File: src/rtl/seg7_pkg.sv
// Shared types and constants for the scanned 4-digit 7-segment display.
//   conv_state_t : binary-to-BCD converter states
//   NDIG         : number of multiplexed digits
//   SEG_BLANK    : all segments off (active-low)
//   SEG_DASH     : only segment g lit, shown on every digit when out of range
//   BCD_MAX      : largest value that fits in NDIG decimal digits
package seg7_pkg;

    typedef enum logic [1:0] {
        IDLE  = 2'd0,
        SHIFT = 2'd1,
        LATCH = 2'd2
    } conv_state_t;

    localparam int NDIG = 4;

    localparam logic [6:0] SEG_BLANK = 7'b1111111;
    localparam logic [6:0] SEG_DASH  = 7'b1111110;

    localparam int BCD_MAX = 9999;

endpackage

File: src/rtl/bcd_to_seg7.sv
// Combinational BCD digit to active-low 7-segment pattern.
//   digit : 4-bit BCD code (10..15 are invalid and give a dark digit)
//   seg   : segments a..g on seg[6:0], 0 = lit
module bcd_to_seg7
    import seg7_pkg::*;
(
    input  logic [3:0] digit,
    output logic [6:0] seg
);

    always_comb begin
        seg = SEG_BLANK;
        case (digit)
            4'd0: seg = 7'b0000001;
            4'd1: seg = 7'b1001111;
            4'd2: seg = 7'b0010010;
            4'd3: seg = 7'b0000110;
            4'd4: seg = 7'b1001100;
            4'd5: seg = 7'b0100100;
            4'd6: seg = 7'b0100000;
            4'd7: seg = 7'b0001111;
            4'd8: seg = 7'b0000000;
            4'd9: seg = 7'b0000100;
            default: seg = SEG_BLANK;
        endcase
    end

endmodule

File: src/rtl/display_scan_ctrl.sv
// Scanned 4-digit 7-segment display controller.
// A binary value is accepted with load (only while idle), converted to BCD by
// a sequential shift-add-3 engine, then latched into the display registers.
// A refresh prescaler steps the active digit every DIV = CLK_HZ/SCAN_HZ cycles.
//   clk, rst_n : clock, synchronous active-low reset
//   load/value : conversion request and binary operand
//   blank_lz   : blank leading zeros (units digit always shown)
//   busy       : conversion in progress
//   done       : one-cycle pulse after the display registers update
//   overflow   : last latched value exceeded 9999 (all digits show a dash)
//   an, seg    : active-low anode enables (an[0] = units) and segments a..g
module display_scan_ctrl
    import seg7_pkg::*;
#(
    parameter int WIDTH   = 14,
    parameter int CLK_HZ  = 100_000_000,
    parameter int SCAN_HZ = 1000
) (
    input  logic             clk,
    input  logic             rst_n,
    input  logic             load,
    input  logic [WIDTH-1:0] value,
    input  logic             blank_lz,
    output logic             busy,
    output logic             done,
    output logic             overflow,
    output logic [3:0]       an,
    output logic [6:0]       seg
);

    localparam int DIV = CLK_HZ / SCAN_HZ;
    localparam int PW  = (DIV > 1) ? $clog2(DIV) : 1;
    localparam int CW  = $clog2(WIDTH + 1);
    localparam int BW  = 4 * NDIG;

    conv_state_t      state_q, state_d;
    logic [WIDTH-1:0] shreg_q, shreg_d;
    logic [BW-1:0]    bcd_q, bcd_d;
    logic [CW-1:0]    cnt_q, cnt_d;
    logic             ovf_pend_q, ovf_pend_d;
    logic [BW-1:0]    disp_q, disp_d;
    logic             overflow_q, overflow_d;
    logic             done_q, done_d;
    logic [PW-1:0]    presc_q, presc_d;
    logic [1:0]       idx_q, idx_d;

    logic [BW-1:0]    bcd_adj;
    logic [NDIG-1:0]  blank_vec;
    logic [3:0]       digit_mux;
    logic [6:0]       seg_raw;
    logic             tick;

    // Add-3 correction applied to every nibble before each shift.
    for (genvar gi = 0; gi < NDIG; gi++) begin : g_adj
        assign bcd_adj[4*gi +: 4] = (bcd_q[4*gi +: 4] >= 4'd5) ?
                                    bcd_q[4*gi +: 4] + 4'd3 : bcd_q[4*gi +: 4];
    end

    // A digit is a leading zero when it and every higher digit are zero.
    for (genvar gi = 0; gi < NDIG; gi++) begin : g_blank
        if (gi == 0) begin : g_units
            assign blank_vec[gi] = 1'b0;
        end else begin : g_upper
            assign blank_vec[gi] = blank_lz & ~overflow_q &
                                   (disp_q[BW-1:4*gi] == '0);
        end
    end

    always_comb begin
        state_d    = state_q;
        shreg_d    = shreg_q;
        bcd_d      = bcd_q;
        cnt_d      = cnt_q;
        ovf_pend_d = ovf_pend_q;
        disp_d     = disp_q;
        overflow_d = overflow_q;
        done_d     = 1'b0;

        case (state_q)
            IDLE: begin
                if (load) begin
                    shreg_d    = value;
                    bcd_d      = '0;
                    cnt_d      = CW'(WIDTH);
                    ovf_pend_d = (32'(value) > BCD_MAX);
                    state_d    = SHIFT;
                end
            end
            SHIFT: begin
                {bcd_d, shreg_d} = {bcd_adj, shreg_q} << 1;
                cnt_d = cnt_q - CW'(1);
                // Last of the WIDTH shifts happens on this edge.
                if (cnt_q == CW'(1)) begin
                    state_d = LATCH;
                end
            end
            LATCH: begin
                disp_d     = bcd_q;
                overflow_d = ovf_pend_q;
                done_d     = 1'b1;
                state_d    = IDLE;
            end
            default: state_d = IDLE;
        endcase

        // Refresh prescaler and scan index run independently of the converter.
        tick    = (presc_q == PW'(DIV - 1));
        presc_d = tick ? '0 : presc_q + PW'(1);
        idx_d   = tick ? idx_q + 2'd1 : idx_q;
    end

    always_ff @(posedge clk) begin
        if (!rst_n) begin
            state_q    <= IDLE;
            shreg_q    <= '0;
            bcd_q      <= '0;
            cnt_q      <= '0;
            ovf_pend_q <= 1'b0;
            disp_q     <= '0;
            overflow_q <= 1'b0;
            done_q     <= 1'b0;
            presc_q    <= '0;
            idx_q      <= '0;
        end else begin
            state_q    <= state_d;
            shreg_q    <= shreg_d;
            bcd_q      <= bcd_d;
            cnt_q      <= cnt_d;
            ovf_pend_q <= ovf_pend_d;
            disp_q     <= disp_d;
            overflow_q <= overflow_d;
            done_q     <= done_d;
            presc_q    <= presc_d;
            idx_q      <= idx_d;
        end
    end

    assign digit_mux = disp_q[4*idx_q +: 4];

    bcd_to_seg7 u_seg (
        .digit (digit_mux),
        .seg   (seg_raw)
    );

    always_comb begin
        an  = blank_vec[idx_q] ? 4'b1111 : ~(4'b0001 << idx_q);
        seg = overflow_q ? SEG_DASH : seg_raw;
    end

    assign busy     = (state_q != IDLE);
    assign done     = done_q;
    assign overflow = overflow_q;

endmodule

File: config.mk
export PLATFORM = sky130hd
export DESIGN_NAME = display_scan_ctrl
export DESIGN_NICKNAME = d
export VERILOG_FILES = /design/src/rtl/seg7_pkg.sv /design/src/rtl/bcd_to_seg7.sv /design/src/rtl/display_scan_ctrl.sv
export SDC_FILE = /design/constraint.sdc
export NUM_CORES = 1
export LEC_CHECK = 0
export CAP_MARGIN = 20
export CORE_MARGIN = 2
export CORE_UTILIZATION = 40
export CTS_CLUSTER_DIAMETER = 60
export DETAILED_ROUTE_END_ITERATION = 10
export HOLD_SLACK_MARGIN = 0.05
export PLACE_DENSITY = 0.58
export SYNTH_ARGS = -nofsm -noshare
export SYNTH_HDL_FRONTEND = slang
export SYNTH_SLANG_ARGS = --single-unit
File: constraint.sdc
create_clock -name clk -period 2.5 [get_ports clk]
set_input_delay 0.25 -clock clk [delete_from_list [all_inputs] [get_ports clk]]
set_output_delay 0.25 -clock clk [all_outputs]
set_load 0.02 [all_outputs]
==> metrics.cfg <==
[run_status]
status=finished, final reports clean

[placed_design]
place.port_buffers=31
dp_hpwl_um=5230
dp_slack_ns=0.0792
dp.cells=586
routabilityCongestion=0.838

[floorplan]
fp.dieH_um=101
die-area_mm2=0.0102
die_w_um=101
start_util_pct=40.9
core_area_mm2=0.00920
rows=35
pin_count=32

[synthesis]
yosysWarningCount=0
synth-main-ff-cell=dfxtp_1
netlist_instances=457
synthDistinctLibCells=37
ys_seq_area_share_pct=39.4
ys_seq_elements=74
synth_edf_count=0
synthArstFlopShare_pct=0
synth_area_mm2=0.00376
syn_nets=496
syn_avg_cell_area_um2=8.23

[layout]
final_cells=604
final_util_pct=48.0
num_antenna_cells=0
syn2layout_area_growth_pct=17.4
fin_nets=528
drive_gt1_share_pct=9.13

[sta]
finalClockSkew_ns=0.0158
fmax_mhz=422
fin_ws_ns=0.129
slew_violations=0
max_slew_margin_pct=56.9
tightest_slew_ns=0.646
fin_crit_sh_pct=94.8
setup-tns-final_ns=0
finalHoldViolCount=0
setup_violations=0
period_minus_slack_ns=2.37

[setup_path]
arrival_ns=2.12
worst_ep_required_time_ns=2.25
critical_path_class=reg2out
r2r_cells=5
start_kind=flop
end_kind=output port
crit_fanout=4

[clocking]
tritoncts=done
htreeDepth=3
cts_buffer_depth=2
insertion_delay_ns=0.34
cts_sinks=74
clk_pin_slew_ns=0.07
cts-root-buf=clkbuf_8
cts-buffers-inserted=9

[global_routing]
antenna_found_initial=0
grt_pass1_wl_um=12700
grt_pass1_vias=2732
track_usage_pct=15.5
grt_overflow=0
grt_max_degree=42

[route]
route.antenna.remaining_nets=0
drc=0
firstDrtPassIters=4
vias_per_cell=5.03
drtIter0Drc=109
wl_per_cell_um=12.7
route.vias.total=3041
finalWirelength_um=7670

[min_path]
hold_depth=2
min_path_type=reg2reg

[power_and_ir_drop]
p_total_uw=2460
leakage_uw=0.00167
power_density_mw_per_mm2=557
max-vdd-ir-drop_uv=307

[run]
max_cap_viol_count=0

-- metal layers --
layer	wire, um	vias to the layer above	track usage, %	share of wire (%)
li1	-	1590	-	-
met3	265	12	2.77	3.5
met1	3960	1387	21.4	52
met4	126	0	6.86	1.6
met2	3310	52	23.8	43
met5	0	-	0	0
-- final timing paths --
path / slack (ns) / from / to
min: 0.46 / shreg_q[13] / shreg_q[13]
min reg2reg: 0.46 / shreg_q[13] / shreg_q[13]
max: 0.13 / idx_q[0] / seg[0]
max reg2reg: 0.66 / presc_q[5] / presc_q[4]
-- cells in the mapped netlist (4+ instances only) --
master    instances  area share [%]
xor2_1           15             3.5
mux2i_1           5             1.3
a21oi_1           9             1.2
and2_1            9             1.5
ha_1             21             7.0
nor4_1            5            0.83
dfxtp_1          74              39
xnor2_1          11             2.6
mux2_2            4             1.2
buf_2             4            0.53
o21ai_0          18             2.4
nand3_1          24             3.2
nand2b_1         10             1.7
inv_1            21             2.1
a311oi_1         12             2.8
nand2_1          85             8.5
nor2b_1           4            0.67
clkbuf_1         19             1.9
nor2_1           41             4.1
nor3_1           14             1.9
a21boi_0         27             5.4
-- layout by cell type, fill, tap and decap left out, types with 4 or more instances in the layout --
master           netlist  final
a21boi_0              27     27
a21oi_1                9      9
a311oi_1              12     12
and2_1                 9      9
buf_4                  0     15
clkbuf_8               0     10
clkdlybuf4s50_1        0     24
dfxtp_1               74     73
dlygate4sd2_1          0      4
ha_1                  21     21
inv_1                 21     20
mux2_2                 4      4
mux2i_1                5      5
nand2_1               85     85
nand2b_1              10     10
nand3_1               24     24
nor2_1                41     40
nor2b_1                4      4
nor3_1                14     14
nor4_1                 5      4
o21ai_0               18     18
xnor2_1               11     11
xor2_1                15     15
-- cells by family (layout without fill, tap and decap cells) --
logic type | count (synthesis) | count (layout) | synth area share, %
compound gates | 74 | 74 | 13.4
xor+xnor | 26 | 26 | 6.05
fa+ha+maj | 21 | 21 | 6.98
buf+inv | 46 | 82 | 5.22
flops | 74 | 74 | 39.4
mux | 12 | 12 | 4.32
simple gates | 204 | 204 | 24.6
-- area by class of cell --
| type | count | area, um2 |
|---|---|---|
| Multi-Input combinational cell | 337 | 2090 |
| Timing Repair Buffer | 46 | 408 |
| Clock inverter | 5 | 78.8 |
| Sequential cell | 74 | 1480 |
| Clock buffer | 10 | 138 |
| Tap cell | 111 | 139 |
| Inverter | 21 | 78.8 |
| Fill cell | 943 | 4780 |
-- flip-flops by register name (all words and copies together), names as in the netlist, 2 cells and up --
name     cells
bcd_q       16
cnt_q        4
disp_q      16
idx_q        2
presc_q     17
shreg_q     14
state_q      2
-- critical path: stages (launching register included) --
cell,delay [ns]
dfxtp_2,0.38
mux4_2,0.52
buf_4,0.17
ha_1,0.18
o22ai_1,0.17
nor2_1,0.05
dlygate4sd2_1,0.32
-- metrics by stage --
step / area, um2 / hold slack, ns
2_1_floorplan: 3760 / 0.395
3_3_place_gp: 4180 / 0.446
3_5_place_dp: 4180 / 0.453
4_1_cts: 4400 / 0.458
5_1_grt: 4420 / 0.465
6_report: 4420 / 0.465
-- power breakdown --
group          internal, uW  switching (uW)  leakage (uW)
combinational          86.7             120      0.000958
sequential             1220            25.5      0.000602
clock                   582             431      0.000112
total                  1890             576       0.00167
-- repair_timing --
item | CTS | global route
resized for setup | 9 | 7
setup buffers | 0 | 3
hold buffers | 0 | 0
endpoints found under the hold margin | 0 | 0
pin swaps | 0 | 0
setup endpoints to repair | 7 | 10
(Power assumes the default switching activity.)
